### src/rtl/dense_stream_fc.sv
// dense_stream_fc
// Fully-connected output stage: accumulates one frame of pooled samples
// against OUT_N runtime-programmable weight vectors in parallel, then
// presents OUT_N biased, rescaled and saturated scores over valid/ready.
module dense_stream_fc #(
   parameter int DATA_W = 8,
   parameter int FRAC   = 4,
   parameter int IN_N   = 16,
   parameter int OUT_N  = 4,
   parameter int ACC_W  = 24,
   parameter int W_AW   = 6,
   parameter int B_AW   = 2
) (
   input  logic                     clk,
   input  logic                     rst,
   input  logic                     in_valid,
   input  logic signed [DATA_W-1:0] in_data,
   input  logic                     w_we,
   input  logic [W_AW-1:0]          w_addr,
   input  logic signed [DATA_W-1:0] w_data,
   input  logic                     b_we,
   input  logic [B_AW-1:0]          b_addr,
   input  logic signed [DATA_W-1:0] b_data,
   output logic                     out_valid,
   input  logic                     out_ready,
   output logic signed [DATA_W-1:0] out_data,
   output logic [B_AW-1:0]          out_idx,
   output logic                     in_drop,
   output logic                     busy
);

   localparam int CNT_W = (IN_N > 1) ? $clog2(IN_N) : 1;
   localparam int W_N   = IN_N * OUT_N;

   localparam logic [CNT_W-1:0] CNT_LAST = CNT_W'(IN_N - 1);
   localparam logic [B_AW-1:0]  IDX_LAST = B_AW'(OUT_N - 1);
   localparam logic [W_AW:0]    W_DEPTH  = (W_AW + 1)'(W_N);
   localparam logic [B_AW:0]    B_DEPTH  = (B_AW + 1)'(OUT_N);

   // Saturation bounds expressed at accumulator width; the minimum is the
   // bitwise complement of the maximum in two's complement.
   localparam logic signed [ACC_W-1:0] SAT_MAX = ACC_W'(2 ** (DATA_W - 1) - 1);
   localparam logic signed [ACC_W-1:0] SAT_MIN = ~SAT_MAX;
   localparam logic signed [DATA_W-1:0] OUT_MAX = {1'b0, {(DATA_W - 1){1'b1}}};
   localparam logic signed [DATA_W-1:0] OUT_MIN = {1'b1, {(DATA_W - 1){1'b0}}};

   typedef enum logic {ACCUM, EMIT} state_t;

   state_t                   r_state;
   logic [CNT_W-1:0]         r_cnt;
   logic signed [DATA_W-1:0] r_w [W_N];
   logic signed [DATA_W-1:0] r_b [OUT_N];
   logic signed [ACC_W-1:0]  r_acc [OUT_N];
   logic                     r_out_valid;
   logic [B_AW-1:0]          r_out_idx;
   logic                     r_in_drop;

   logic signed [2*DATA_W-1:0] w_prod [OUT_N];
   logic signed [ACC_W-1:0]    w_bias_ext;
   logic signed [ACC_W-1:0]    w_biased;
   logic signed [ACC_W-1:0]    w_scaled;

   // Weight and bias register file; writes land in any state and
   // out-of-range addresses are silently dropped.
   always_ff @(posedge clk or negedge rst) begin
      if (!rst) begin
         for (int k = 0; k < W_N; k++) r_w[k] <= '0;
         for (int k = 0; k < OUT_N; k++) r_b[k] <= '0;
      end else begin
         if (w_we && ({1'b0, w_addr} < W_DEPTH)) r_w[w_addr] <= w_data;
         if (b_we && ({1'b0, b_addr} < B_DEPTH)) r_b[b_addr] <= b_data;
      end
   end

   // Full-precision products of the current sample with each neuron's weight
   // at the current input position (weight index = j*IN_N + cnt).
   always_comb begin
      for (int j = 0; j < OUT_N; j++) begin
         w_prod[j] = in_data * r_w[W_AW'(j * IN_N) + W_AW'(r_cnt)];
      end
   end

   // Frame control: accumulate IN_N samples, then hand results out one per
   // transfer; the final transfer clears the accumulators for the next frame.
   always_ff @(posedge clk or negedge rst) begin
      if (!rst) begin
         r_state     <= ACCUM;
         r_cnt       <= '0;
         r_out_valid <= 1'b0;
         r_out_idx   <= '0;
         r_in_drop   <= 1'b0;
         for (int j = 0; j < OUT_N; j++) r_acc[j] <= '0;
      end else begin
         r_in_drop <= 1'b0;
         case (r_state)
            ACCUM: begin
               if (in_valid) begin
                  for (int j = 0; j < OUT_N; j++) begin
                     r_acc[j] <= r_acc[j] +
                        {{(ACC_W - 2 * DATA_W){w_prod[j][2*DATA_W-1]}}, w_prod[j]};
                  end
                  if (r_cnt == CNT_LAST) begin
                     r_cnt       <= '0;
                     r_state     <= EMIT;
                     r_out_valid <= 1'b1;
                     r_out_idx   <= '0;
                  end else begin
                     r_cnt <= r_cnt + 1'b1;
                  end
               end
            end
            EMIT: begin
               r_in_drop <= in_valid;
               if (out_ready) begin
                  if (r_out_idx == IDX_LAST) begin
                     r_state     <= ACCUM;
                     r_out_valid <= 1'b0;
                     r_out_idx   <= '0;
                     r_cnt       <= '0;
                     for (int j = 0; j < OUT_N; j++) r_acc[j] <= '0;
                  end else begin
                     r_out_idx <= r_out_idx + 1'b1;
                  end
               end
            end
            default: r_state <= ACCUM;
         endcase
      end
   end

   // Score for the presented neuron: add the bias aligned to the product
   // scale, floor-shift back to Q.FRAC, then clamp to the output range.
   always_comb begin
      w_bias_ext = {{(ACC_W - DATA_W){r_b[r_out_idx][DATA_W-1]}}, r_b[r_out_idx]};
      w_biased   = r_acc[r_out_idx] + (w_bias_ext <<< FRAC);
      w_scaled   = w_biased >>> FRAC;
      if (!r_out_valid) begin
         out_data = '0;
      end else if (w_scaled > SAT_MAX) begin
         out_data = OUT_MAX;
      end else if (w_scaled < SAT_MIN) begin
         out_data = OUT_MIN;
      end else begin
         out_data = w_scaled[DATA_W-1:0];
      end
   end

   assign out_valid = r_out_valid;
   assign out_idx   = r_out_idx;
   assign in_drop   = r_in_drop;
   assign busy      = (r_state == EMIT);

endmodule

### config.mk
export PLATFORM = sky130hd
export DESIGN_NAME = dense_stream_fc
export DESIGN_NICKNAME = d
export VERILOG_FILES = /design/src/rtl/dense_stream_fc.sv
export SDC_FILE = /design/constraint.sdc
export NUM_CORES = 2
export LEC_CHECK = 0
export ABC_AREA = 1
export CORE_UTILIZATION = 40
export CTS_CLUSTER_SIZE = 28
export DETAILED_ROUTE_END_ITERATION = 8
export MAX_ROUTING_LAYER = met4
export PLACE_DENSITY_LB_ADDON = 0.05
export SLEW_MARGIN = 20
export SYNTH_ARGS = -nofsm -noshare
export SYNTH_HDL_FRONTEND = slang
export SYNTH_SLANG_ARGS = --single-unit
### constraint.sdc
create_clock -name clk -period 8.18 [get_ports clk]
set_input_delay 2.454 -clock clk [delete_from_list [all_inputs] [get_ports clk]]
set_output_delay 2.454 -clock clk [all_outputs]
set_load 0.01 [all_outputs]
=== Word level (Yosys, flattened, before mapping) ===
Cells that the tools add are included.

* Bits in registers: 649
* Input port bits: 38
* Output and inout port bits: 13
* Word-level logic and storage cells: 173

* Add/sub/neg operators: 10
* $mul: 4
* $lt $le $gt $ge: 11
* Equality and inequality tests: 6
* Mux-type cells: 52
* Bitwise operators: 8
* Reductions and logical operators: 5

{| class="wikitable"
|+ Operator list
! operator !! number
|-
| $bwmux W512 || 1
|-
| $mux W96 || 3
|-
| $bmux W8 S6 || 4
|-
| $pmux W96 S2 || 1
|-
| $mux W8 || 15
|-
| $add A24 B24 Y24 || 4
|-
| $mul A8 B8 Y16 || 4
|-
| $bmux W24 S2 || 1
|-
| $demux W8 S6 || 1
|-
| $mux W24 || 2
|-
| $ge A7 B7 Y1 const B || 5
|-
| $bwmux W32 || 1
|-
| $not A6 Y7 || 4
|-
| $add A24 B12 Y24 || 1
|-
| $gt A20 B8 Y1 const B || 1
|-
| $lt A20 B8 Y1 const B || 1
|-
| $bmux W8 S2 || 1
|-
| $demux W8 S2 || 1
|-
| $mux W4 || 4
|-
| $mux W1 || 9
|-
| $mux W2 || 4
|-
| $pmux W4 S2 || 1
|-
| $lt A7 B1 Y1 const B || 1
|-
| $not A4 Y7 || 1
|-
| 18 further kinds || 25
|}

=== Logic depth before layout (Yosys ltp) ===
* Word-level depth: 9
* Mapped depth: 39
* Mapped depth without buffers: 37

=== Least setup slack after synthesis ===
OpenSTA, ideal clock, no wires.

* Path type: input to register
* Start point: input in_data[6]
* End point: register r_acc[47] in the netlist's numbering
* Library setup time: 0.118 ns
* Arrival: 7.852 ns
* Required time: 8.062 ns
* Setup slack: 0.210 ns
* Stages on the path: 24
* Buffers on the path: 2
* Path through: clkbuf_1 inv_1 clkbuf_1 nor2_1 fa_1 fa_1 fa_1 inv_1 fa_1 inv_1 ha_1 a21oi_1 o21ai_0 nand2_1 nand4_1 xnor2_1 ha_1 a21o_1 o21bai_1 a211oi_1 o211ai_1 nand3b_1 nand3_1 nand2_1

* Cells in the longest elaborated chain, start to end: 4

{| class="wikitable"
|+ RTL lines
! element !! RTL line !! RTL
|-
| start: declaration || 17 || <nowiki>input logic signed [DATA_W-1:0] in_data,</nowiki>
|-
| $mul A8 B8 Y16 || 79 || <nowiki>w_prod[j] = in_data * r_w[W_AW'(j * IN_N) + W_AW'(r_cnt)];</nowiki>
|-
| $add A24 B24 Y24 || 99 || <nowiki>r_acc[j] <= r_acc[j] +</nowiki>
|-
| $mux W96 || 97 || <nowiki>if (in_valid) begin</nowiki>
|-
| $pmux W96 S2 || 95 || <nowiki>case (r_state)</nowiki>
|-
| end signal: indexed assignment || 99 ||
|-
| end: declaration || 53 || <nowiki>logic signed [ACC_W-1:0] r_acc [OUT_N];</nowiki>
|}

No other way between the ends. The select of a mux whose other input is x is not followed.
A chain may end at the register's enable or synchronous reset.

=== Worst setup path in the final report ===
* Start point: input in_data[7]
* End point: register r_acc[40] in the netlist's numbering

Same word-level chain as after synthesis.

==> impl_metrics.csv <==
group,metric,value,unit
clock_network,numCtsBuffers,80,
global_routing,grt_first_pass_wirelength,219100,µm
critical_path,cp.arrival,8.37,ns
sta,postLayoutSetupSlackWorst,0.3516,ns
logic_synthesis,synth_area,44650,µm²
logic_synthesis,yosysMostFrequentCell,"nand2_1",
logic_synthesis,yosysTopAreaCell,"dfrtp_1",
clock_network,max-clock-path-buffers,3,
min_path,min_path_type,"flip-flop to flip-flop",
die,core_area,110700,µm²
cells_and_area,area_delta_synth_final,16.61,%
logic_synthesis,synth_area_per_cell,7.921,µm²
placed_design,place_ws,-0.5635,ns
route,first_pass_iters,5,
die,num_rows,122,
route,drc_errors,0,
critical_path,start_kind,"input port",
clock_network,insertion_delay,0.67,ns
logic_synthesis,netlist_instances,5636,
global_routing,antenna_found_initial,1,
logic_synthesis,synth-seq-area-share,36.38,%
sta,setup_viol,0,
route,vias,38160,
logic_synthesis,ys_ff_latch,649,
logic_synthesis,yosysWarnings,0,
global_routing,grt_usage,25.61,%
route,wl_per_cell,18.59,µm
placed_design,place.gp.congestion,0.9098,
logic_synthesis,ys_types,45,
logic_synthesis,synth_nets,6134,
sta,setup_tns,0,ns
sta,period_needed,7.828,ns
cells_and_area,drive_gt1_share,9.882,%
sta,max_freq,127.7,MHz
sta,hold_ws,0.4790,ns
clock_network,cts.reportedPaths.clkPinSlew,0.06,ns
global_routing,grt_max_degree,173,
critical_path,crit_required,8.72,ns
die,ios,51,
sta,worst_pin_slew,1.031,ns
logic_synthesis,synth.area.top_cells,"dfrtp_1, nand2_1, o21ai_0, fa_1, ha_1",
clock_network,ctsHoldBuffers,0,
route,wirelength,138300,µm
logic_synthesis,synth_top_area_share,36.38,%
die,start_util,40.34,%
placed_design,dp_hpwl,99110,µm
die,die-height,336.1,µm
clock_network,clkSinkCount,649,
job,cap_violations,0,
logic_synthesis,synth_edf_count,0,
placed_design,numPortBuffers,50,
logic_synthesis,synthFlopType,"dfrtp_1",
clock_network,clock-root-buffer,"clkbuf_16",
critical_path,end_kind,"flip-flop",
logic_synthesis,async_reset_ff_share,100.0,%
cells_and_area,final_nets,6386,
clock_network,htree_levels,3,
sta,period_share,95.70,%
run_status,status,"finished clean",
route,drtIter0Drc,2544,
sta,hold_viol_final,0,
route,ant_nets,0,
sta,slew_headroom,31.25,%
die,die_w,336.1,µm
route,via_per_inst,5.130,
global_routing,grt_pass1_vias,37580,
logic_synthesis,synth_commonest_cells,"nand2_1, o21ai_0, dfrtp_1",
global_routing,gr-total-overflow,0,
sta,slew_violations,0,
critical_path,crit_type,"input port to flip-flop",
sta,fin_worst_skew,0.03484,ns
die,fp.dieArea,113000,µm²
critical_path,worst-path-max-fanout,12,
clock_network,tritoncts,"done",
-- kinds of logic after synthesis --
group | synth area share [%]
adders and majority gates | 16.68
DFF | 36.38
muxes | 1.614
AOI/OAI and AO/OA | 17.37
and+or+nand+nor | 18.39
xor gates and xnor gates | 1.707
buffers and inverters | 7.870
-- state kept, by name (all words and copies together), names as in the netlist --
signal	flops
r_cnt	4
r_acc	96
out_idx	2
r_w	512
out_valid	1
busy	1
in_drop	1
r_b	32
-- through the flow --
| stage | utilization, % | std cells | instance area (µm²) |
|---|---|---|---|
| finish | 47.04 | 7439 | 52060 |
| global route | 47.04 | 7439 | 52060 |
| CTS | 46.95 | 7436 | 51960 |
| detailed placement | 44.49 | 7292 | 49230 |
| floorplan | - | 5636 | 44650 |
| global placement | 44.49 | 7292 | 49230 |
-- timing repair --
| item | 4_1_cts | 5_1_grt |
|---|---|---|
| buffers inserted | 0 | 2 |
| setup endpoints to repair | 0 | 33 |
| endpoints found under the hold margin | 0 | 0 |
| resized for setup | 0 | 28 |
-- metal layers --
layer	wire [µm]	GRT usage, %	vias up
met2	65910	42.25	645
met3	3939	2.313	206
met5	0	-	-
met4	5419	9.608	0
li1	-	-	19010
met1	63000	32.66	18300
-- layout by cell type, fill, tap and decap left out, types with 8 or more instances in the layout --
cell type | netlist | final
buf_12 | 0 | 26
o22ai_1 | 39 | 39
o221ai_1 | 84 | 84
xor2_1 | 53 | 52
xnor2_1 | 34 | 33
nand4_1 | 28 | 28
nor3_2 | 4 | 8
o31ai_1 | 16 | 16
a21o_1 | 12 | 12
ha_1 | 235 | 234
clkbuf_1 | 225 | 19
o21bai_1 | 24 | 24
nand3b_1 | 9 | 9
nor2_1 | 559 | 556
nand3_1 | 149 | 149
nand2_1 | 1226 | 1224
inv_1 | 631 | 622
fa_1 | 225 | 225
clkbuf_8 | 0 | 19
inv_2 | 6 | 14
o21ai_0 | 904 | 897
nor3_1 | 43 | 38
buf_4 | 1 | 371
clkdlybuf4s50_1 | 0 | 49
o211ai_1 | 49 | 49
a21oi_1 | 240 | 235
clkinv_2 | 0 | 9
clkbuf_16 | 0 | 82
mux2i_1 | 72 | 72
dfrtp_1 | 649 | 645
-- worst max-delay path: stages --
cell and delay [ns]:
clkdlybuf4s50_1 0.56, inv_2 0.09, buf_12 0.16, nor2_1 0.16, inv_1 0.08, fa_1 0.43, fa_1 0.56, inv_1 0.06
fa_1 0.52, inv_1 0.05, fa_1 0.47, inv_1 0.04, ha_1 0.28, a21oi_1 0.20, o21ai_0 0.13, a21oi_1 0.18
nor2_1 0.06, nor2_1 0.11, xor2_1 0.16, inv_1 0.11, ha_1 0.38, nand4_1 0.19, nor3_1 0.30, a21oi_1 0.16
o21ai_0 0.24, a21oi_1 0.10, o21ai_1 0.11, nand2_1 0.06
-- path summary, 6_finish.rpt --
path | depth (start not counted) | slack, ns | end | start
worst min-delay path | 2 | 0.48 | r_w[329] | r_w[329]
worst max-delay path | 28 | 0.35 | r_acc[40] | in_data[7]
worst min register to register | 2 | 0.48 | r_w[329] | r_w[329]
min in group asynchronous | 1 | 1.69 | r_acc[16] | rst
worst max register to register | 31 | 0.65 | r_acc[40] | r_cnt[0]
max in group asynchronous | 2 | 5.03 | r_w[264] | rst
-- area by class of cell --
cell class                 count  area (µm²)
fill                       11140       58610
tap                         1488        1862
clock inverter                24       340.3
antenna                        1       2.502
inverter                     644        2421
sequential                   649       16250
multi-input combinational   4065       24980
clock buffer                 120        2385
timing repair buffer         448        3822
Power is not shown: default switching activity piles up to over one toggle a cycle in this logic, so the estimate is an artifact.
